===== src/rtl/vga_timing_pkg.sv =====
// ---------------------------------------------------------------------------
// vga_timing_pkg
// Shared 640x480@60 Hz timing constants, the 12-bit colour type and the
// colour-bar lookup used by the optional test pattern (VGA_TEST_PATTERN_EN).
// The renderer imports X_MAX/Y_MAX from here so both sides agree on the
// visible area.
// ---------------------------------------------------------------------------
package vga_timing_pkg;

    // Pixel clock divider default: 100 MHz system clock -> 25 MHz pixel rate.
    localparam int CLK_DIV_DEFAULT = 4;

    // Horizontal timing, in pixels.
    localparam int H_DISPLAY = 640;
    localparam int H_FRONT   = 16;
    localparam int H_SYNC    = 96;
    localparam int H_BACK    = 48;

    // Vertical timing, in lines.
    localparam int V_DISPLAY = 480;
    localparam int V_FRONT   = 10;
    localparam int V_SYNC    = 2;
    localparam int V_BACK    = 33;

    // Derived line/frame lengths and sync windows (inclusive bounds).
    localparam int H_TOTAL  = H_DISPLAY + H_FRONT + H_SYNC + H_BACK;  // 800
    localparam int V_TOTAL  = V_DISPLAY + V_FRONT + V_SYNC + V_BACK;  // 525
    localparam int HS_START = H_DISPLAY + H_FRONT;                    // 656
    localparam int HS_END   = HS_START + H_SYNC - 1;                  // 751
    localparam int VS_START = V_DISPLAY + V_FRONT;                    // 490
    localparam int VS_END   = VS_START + V_SYNC - 1;                  // 491

    // Last visible coordinate, for the renderer.
    localparam int X_MAX = H_DISPLAY - 1;  // 639
    localparam int Y_MAX = V_DISPLAY - 1;  // 479

    // Counter width: both totals must fit in 10 bits.
    localparam int CNT_W = 10;

    // Colour depth: 4 bits each of R, G, B.
    localparam int RGB_W = 12;
    typedef logic [RGB_W-1:0] rgb_t;

    // Width of one test-pattern colour bar, in pixels.
    localparam int BAR_W = 80;

    // Colour for each of the eight vertical test bars, left to right.
    function automatic rgb_t bar_colour(input logic [2:0] idx);
        rgb_t colour;
        case (idx)
            3'd0:    colour = 12'h000;
            3'd1:    colour = 12'hF00;
            3'd2:    colour = 12'h0F0;
            3'd3:    colour = 12'h00F;
            3'd4:    colour = 12'hFF0;
            3'd5:    colour = 12'h0FF;
            3'd6:    colour = 12'hF0F;
            default: colour = 12'hFFF;
        endcase
        return colour;
    endfunction

endpackage


===== src/rtl/vga_pixel_tick.sv =====
// ---------------------------------------------------------------------------
// vga_pixel_tick
// Free-running CLK_DIV divider. p_tick is a registered one-clock pulse that
// fires when the divider wraps, so the first pulse appears CLK_DIV clocks
// after reset is released and then every CLK_DIV clocks. CLK_DIV must be 2
// or greater.
// ---------------------------------------------------------------------------
module vga_pixel_tick
    import vga_timing_pkg::*;
#(
    parameter int CLK_DIV = CLK_DIV_DEFAULT
) (
    input  logic clk,
    input  logic reset,
    output logic p_tick
);

    localparam int                DIV_W    = $clog2(CLK_DIV);
    localparam logic [DIV_W-1:0]  DIV_LAST = DIV_W'(CLK_DIV - 1);

    logic [DIV_W-1:0] r_div_cnt;
    logic             r_p_tick;
    logic             w_div_wrap;

    assign w_div_wrap = (r_div_cnt == DIV_LAST);

    // Divider counts 0..CLK_DIV-1 and wraps; never stalls.
    always_ff @(posedge clk or posedge reset) begin
        if (reset) begin
            r_div_cnt <= '0;
        end else if (w_div_wrap) begin
            r_div_cnt <= '0;
        end else begin
            r_div_cnt <= r_div_cnt + 1'b1;
        end
    end

    // Register the wrap so the pulse is glitch-free and exactly one clock wide.
    always_ff @(posedge clk or posedge reset) begin
        if (reset) begin
            r_p_tick <= 1'b0;
        end else begin
            r_p_tick <= w_div_wrap;
        end
    end

    assign p_tick = r_p_tick;

endmodule


===== src/rtl/vga_sync_gen.sv =====
// ---------------------------------------------------------------------------
// vga_sync_gen
// 640x480@60 Hz VGA timing generator for the frogger display path.
//
// Stage 0: x, y and video_on come straight from the registered counters.
// Stage 1: hsync, vsync and rgb are registered on each pixel tick from the
//          stage-0 values, so they lag x/y by one tick and stay mutually
//          aligned at the connector.
//
// Interface timing: there is no handshake. The renderer samples x/y
// combinationally and must present rgb_in for that pixel before the next
// pixel tick, which leaves CLK_DIV-1 clocks of slack.
//
// Optional build macro VGA_TEST_PATTERN_EN adds the pattern_sel input; with
// pattern_sel high the stage-1 colour shows eight 80-pixel colour bars
// instead of rgb_in (blanking still applies).
// ---------------------------------------------------------------------------
module vga_sync_gen
    import vga_timing_pkg::*;
#(
    parameter int CLK_DIV   = CLK_DIV_DEFAULT,
    parameter int H_DISPLAY = vga_timing_pkg::H_DISPLAY,
    parameter int H_FRONT   = vga_timing_pkg::H_FRONT,
    parameter int H_SYNC    = vga_timing_pkg::H_SYNC,
    parameter int H_BACK    = vga_timing_pkg::H_BACK,
    parameter int V_DISPLAY = vga_timing_pkg::V_DISPLAY,
    parameter int V_FRONT   = vga_timing_pkg::V_FRONT,
    parameter int V_SYNC    = vga_timing_pkg::V_SYNC,
    parameter int V_BACK    = vga_timing_pkg::V_BACK
) (
    input  logic             clk,
    input  logic             reset,
    input  logic [RGB_W-1:0] rgb_in,
`ifdef VGA_TEST_PATTERN_EN
    input  logic             pattern_sel,
`endif
    output logic             p_tick,
    output logic [CNT_W-1:0] x,
    output logic [CNT_W-1:0] y,
    output logic             video_on,
    output logic             hsync,
    output logic             vsync,
    output logic [RGB_W-1:0] rgb
);

    // Boundary constants for this instance, all unsigned 10-bit.
    localparam logic [CNT_W-1:0] H_VIS    = CNT_W'(H_DISPLAY);
    localparam logic [CNT_W-1:0] V_VIS    = CNT_W'(V_DISPLAY);
    localparam logic [CNT_W-1:0] H_LAST   = CNT_W'(H_DISPLAY + H_FRONT + H_SYNC + H_BACK - 1);
    localparam logic [CNT_W-1:0] V_LAST   = CNT_W'(V_DISPLAY + V_FRONT + V_SYNC + V_BACK - 1);
    localparam logic [CNT_W-1:0] HS_FIRST = CNT_W'(H_DISPLAY + H_FRONT);
    localparam logic [CNT_W-1:0] HS_LAST  = CNT_W'(H_DISPLAY + H_FRONT + H_SYNC - 1);
    localparam logic [CNT_W-1:0] VS_FIRST = CNT_W'(V_DISPLAY + V_FRONT);
    localparam logic [CNT_W-1:0] VS_LAST  = CNT_W'(V_DISPLAY + V_FRONT + V_SYNC - 1);

    // Stage-0 counters.
    logic [CNT_W-1:0] r_x;
    logic [CNT_W-1:0] r_y;

    // Stage-1 outputs.
    logic             r_hsync;
    logic             r_vsync;
    rgb_t             r_rgb;

    // Combinational stage-0 terms.
    logic             w_p_tick;
    logic             w_x_wrap;
    logic             w_y_wrap;
    logic             w_video_on;
    logic             w_hs_active;
    logic             w_vs_active;
    rgb_t             w_src_rgb;
    rgb_t             w_blanked_rgb;

    // Pixel-rate enable.
    vga_pixel_tick #(
        .CLK_DIV (CLK_DIV)
    ) u_pixel_tick (
        .clk    (clk),
        .reset  (reset),
        .p_tick (w_p_tick)
    );

    assign w_x_wrap = (r_x == H_LAST);
    assign w_y_wrap = (r_y == V_LAST);

    // Horizontal counter: one step per pixel tick, wraps at end of line.
    always_ff @(posedge clk or posedge reset) begin
        if (reset) begin
            r_x <= '0;
        end else if (w_p_tick) begin
            if (w_x_wrap) begin
                r_x <= '0;
            end else begin
                r_x <= r_x + 1'b1;
            end
        end
    end

    // Vertical counter: steps on the same edge that x wraps, wraps at end of frame.
    always_ff @(posedge clk or posedge reset) begin
        if (reset) begin
            r_y <= '0;
        end else if (w_p_tick && w_x_wrap) begin
            if (w_y_wrap) begin
                r_y <= '0;
            end else begin
                r_y <= r_y + 1'b1;
            end
        end
    end

    assign w_video_on  = (r_x < H_VIS) && (r_y < V_VIS);
    assign w_hs_active = (r_x >= HS_FIRST) && (r_x <= HS_LAST);
    assign w_vs_active = (r_y >= VS_FIRST) && (r_y <= VS_LAST);

`ifdef VGA_TEST_PATTERN_EN
    // Bar index is x/80; only meaningful inside the visible area, where it is 0..7.
    logic [2:0] w_bar_idx;
    assign w_bar_idx = 3'(r_x / CNT_W'(BAR_W));
    assign w_src_rgb = pattern_sel ? bar_colour(w_bar_idx) : rgb_in;
`else
    assign w_src_rgb = rgb_in;
`endif

    assign w_blanked_rgb = w_video_on ? w_src_rgb : '0;

    // Stage-1 sync and colour, captured together on each pixel tick.
    always_ff @(posedge clk or posedge reset) begin
        if (reset) begin
            r_hsync <= 1'b1;
            r_vsync <= 1'b1;
            r_rgb   <= '0;
        end else if (w_p_tick) begin
            r_hsync <= ~w_hs_active;
            r_vsync <= ~w_vs_active;
            r_rgb   <= w_blanked_rgb;
        end
    end

    assign p_tick   = w_p_tick;
    assign x        = r_x;
    assign y        = r_y;
    assign video_on = w_video_on;
    assign hsync    = r_hsync;
    assign vsync    = r_vsync;
    assign rgb      = r_rgb;

endmodule

===== config.mk =====
export PLATFORM = sky130hd
export DESIGN_NAME = vga_sync_gen
export DESIGN_NICKNAME = d
export VERILOG_FILES = /design/src/rtl/vga_timing_pkg.sv /design/src/rtl/vga_pixel_tick.sv /design/src/rtl/vga_sync_gen.sv
export SDC_FILE = /design/constraint.sdc
export NUM_CORES = 1
export LEC_CHECK = 0
export CORE_ASPECT_RATIO = 1.1
export CORE_MARGIN = 10
export CORE_UTILIZATION = 40
export CTS_CLUSTER_DIAMETER = 40
export DETAILED_ROUTE_END_ITERATION = 7
export PLACE_DENSITY = 0.69
export SKIP_CTS_REPAIR_TIMING = 1
export SLEW_MARGIN = 30
export SYNTH_ARGS = -nofsm -noshare
export SYNTH_HDL_FRONTEND = slang
export SYNTH_SLANG_ARGS = --single-unit

===== constraint.sdc =====
create_clock -name clk -period 3 [get_ports clk]
set_input_delay 0.6 -clock clk [delete_from_list [all_inputs] [get_ports clk]]
set_output_delay 0.6 -clock clk [all_outputs]
set_load 0.05 [all_outputs]

==> results by group <==
Status
  • Status: complete, no violations

Power and ir drop
  • Peak supply drop: 0.000185 V
  • Power density over the cells: 394 mW/mm2
  • Logic pwr share: 8.9%
  • Power share of the clock group: 36.3%
  • PnR Total Power: 0.000932 W
  • Net Switching: 0.000231 W
  • Int Power: 0.000701 W
  • Sequential share of power: 54.8%
  • Switching portion of total power: 24.8%
  • Pleak: 1.02 nW

STA
  • Final setup violation count: 0
  • Slew margin rel.: 60.4%
  • Clk_skew: 0.00597 ns
  • Hold Violations, Final: 0
  • Final hold slack: 0.440 ns
  • Slew @ Worst Pin: 0.595 ns
  • Setup TNS Final: 0 ns
  • Max Clock Freq: 0.387 GHz
  • Final Max Slew Viols: 0
  • Unrepaired setup endpoints after global routing: no
  • Final period util: 86.2%
  • Final min period: 2.59 ns

Floorplan
  • DIE WIDTH: 83.2 um
  • CORE AREA: 0.00429 mm2
  • Ports: 50
  • Die Area: 0.00744 mm2
  • Initial Utilization: 41.0%
  • Chip height: 89.5 um
  • Site row count: 25

Yosys
  • Syn avg cell area: 10.3 um2
  • Yosys cell types: 35
  • Synth Net Count: 190
  • Flop and latch count out of synthesis: 37
  • Mapped cell area: 0.00176 mm2
  • Sequential share of the synthesized area: 52.9%
  • Synth Instances: 171
  • Synth Warn #: 0

Placement
  • Port Buffer Count: 49
  • Final GP Congestion: 0.761
  • Placed cells: 269
  • Final HPWL DP: 3090 um

Critical path
  • Crit-path max FO: 5
  • Startpoint Class: register
  • CP Capture Type: output port
  • Req. time, crit path: 2.40 ns
  • Crit path largest cell delay: 0.81 ns
  • Slowest cell on the critical path: clkdlybuf4s50_1
  • Crit path arrival time: 1.99 ns
  • Cell Chain, Critical Path: and3_1 -> nand2_1 -> nand3_1 -> inv_1 -> clkdlybuf4s50_1
  • WS Path Type: reg2out

CTS
  • Insertion delay to the later sink of the worst-skew pair: 0.29 ns
  • Sinks on Clock Net: 37
  • Clock buffer count from CTS: 5
  • Reg clk slew, reported paths: 0.08 ns
  • CTS tree: done
  • Root cell of the clock tree: clkbuf_8
  • Htree depth: 2
  • Clock Tree Buf Depth: 2

Detailed routing
  • Vias: 1,407
  • Wirelength per Cell: 15.0 um
  • Initial DRC count: 65
  • Routed Antenna Nets: 0
  • Vias per inst: 5.08
  • DR pass1 iterations: 4
  • Residual DRC: 0
  • Final WL: 4170 um

Finish
  • Diodes inserted: 0
  • Layout Cells excl Fill: 277
  • Fin nets: 241
  • Fraction of layout cells with a size suffix above 1: 7.62%
  • Syn-to-layout area delta: 34.8%
  • Register area: 928 um2
  • Filler cells: 383
  • Final core utilization: 55.2%
  • Area occupied by multi-input gates: 696 um2

GRT
  • Largest net degree at the start of global routing: 38
  • Tot GR Track Use: 11.3%
  • Initial antenna violation count: 0
  • Total grt overflow: 0
  • Global-route wire length before repair: 6920 um
  • Vias in the first global route: 1,410

Job
  • Max_cap viols: 0

Min path
  • Hold Crit Class: reg2reg
[cell usage in the layout (no fill, tap or decap), types with 6 or more instances in the layout]
| cell type | count |
|---|---|
| clkdlybuf4s50_1 | 49 |
| dfrtp_1 | 35 |
| inv_1 | 20 |
| xnor2_1 | 9 |
| nand3_1 | 7 |
| o22ai_1 | 12 |
| nand2_1 | 17 |
| nand4_1 | 10 |
| and3_1 | 6 |
| nor2_1 | 10 |
[final timing paths]
| kind | start | endpoint | slack, ns | depth (start not counted) |
|---|---|---|---|---|
| worst max register to register | x[0]$_DFFE_PP0P_ | x[9]$_DFFE_PP0P_ | 0.92 | 5 |
| worst max-delay path | y[6]$_DFFE_PP0P_ | video_on | 0.41 | 5 |
| min in group asynchronous | reset | x[2]$_DFFE_PP0P_ | 0.71 | 3 |
| worst min register to register | u_pixel_tick.r_div_cnt[0]$_DFF_PP0_ | u_pixel_tick.r_div_cnt[0]$_DFF_PP0_ | 0.44 | 1 |
| worst min-delay path | u_pixel_tick.r_div_cnt[0]$_DFF_PP0_ | u_pixel_tick.r_div_cnt[0]$_DFF_PP0_ | 0.44 | 1 |
| max in group asynchronous | reset | hsync$_DFFE_PP1P_ | 1.95 | 3 |
[through the flow]
step,instance area [um2],worst slack (ns)
6_report,2370,0.415
5_1_grt,2370,0.302
4_1_cts,2370,0.401
3_5_place_dp,2280,0.717
3_3_place_gp,2280,0.747
2_1_floorplan,1760,0.690
[power groups by stage]
stage	registers, W	logic (W)	clock network, W
6_report	0.000511	0.0000827	0.000338
5_1_grt	0.000512	0.0000889	0.000367
4_1_cts	0.000511	0.0000847	0.000344
3_5_place_dp	0.000521	0.0000843	0
3_3_place_gp	0.000520	0.0000836	0
2_1_floorplan	0.000550	0.0000147	0
[worst max-delay path, delay by kind of cell (launching register included)]
| family | cells | cell delay [ns] |
|---|---|---|
| buf+inv | 2 | 0.88 |
| flops | 1 | 0.43 |
| simple gates | 3 | 0.40 |
[cells by family after synthesis]
logic type / after synthesis / share of synthesized area (%)
xor gates and xnor gates: 13 / 6.49
DFF: 37 / 52.9
adders and majority gates: 5 / 3.56
and+or+nand+nor: 62 / 19.6
AOI/OAI and AO/OA: 25 / 9.41
muxes: 1 / 0.570
buffers and inverters: 28 / 7.48
[registers in the layout, indices dropped and copies added, names as in the netlist]
name,cells
rgb,12
x,10
y,10
u_pixel_tick.r_div_cnt,2
hsync,1
u_pixel_tick.p_tick,1
vsync,1
[synthesized netlist by cell type]
| cell | n | area, um2 |
|---|---|---|
| nand3_1 | 7 | 35.0 |
| nor2b_1 | 1 | 6.26 |
| a31o_2 | 1 | 8.76 |
| nand4_1 | 10 | 62.6 |
| o22ai_1 | 12 | 75.1 |
| nand4b_1 | 1 | 8.76 |
| nor3_1 | 3 | 15.0 |
| mux2i_1 | 1 | 10.0 |
| ha_1 | 5 | 62.6 |
| and4b_4 | 1 | 13.8 |
| a22o_1 | 1 | 8.76 |
| buf_12 | 1 | 20.0 |
| and2_1 | 1 | 6.26 |
| buf_6 | 1 | 11.3 |
| o31ai_1 | 1 | 7.51 |
| clkbuf_1 | 4 | 15.0 |
| o32a_1 | 1 | 10.0 |
| buf_2 | 2 | 10.0 |
| a21boi_0 | 1 | 7.51 |
| a41oi_1 | 1 | 8.76 |
| dfstp_2 | 2 | 52.6 |
| o21ai_0 | 5 | 25.0 |
| and4_1 | 2 | 17.5 |
| nor2_1 | 10 | 37.5 |
| and3_1 | 6 | 37.5 |
| nor4bb_1 | 1 | 10.0 |
| nand4_4 | 1 | 21.3 |
| a21oi_1 | 1 | 5.00 |
| nand2_1 | 17 | 63.8 |
| xnor2_1 | 9 | 78.8 |
| a21oi_2 | 1 | 8.76 |
| xor2_1 | 4 | 35.0 |
| nor4b_1 | 1 | 8.76 |
| inv_1 | 20 | 75.1 |
| dfrtp_1 | 35 | 876 |
[routing by layer]
layer  global-route usage, %  share of wire [%]  vias to the layer above
met5                       0                  0                        -
met4                    4.64                1.4                        0
met3                    3.28                5.8                        5
met2                    18.3                 46                       38
met1                    13.8                 47                      676
li1                        -                  -                      688
[cell type report]
type / instances / share of cell area [%]
inverter: 20 / 3.17
sequential: 37 / 39.2
clock inverter: 3 / 0.740
clock buffer: 5 / 2.91
timing repair buffer: 52 / 21.7
tap: 54 / 2.86
multi-input combinational: 106 / 29.4
Power figures use the tool's default switching activity.
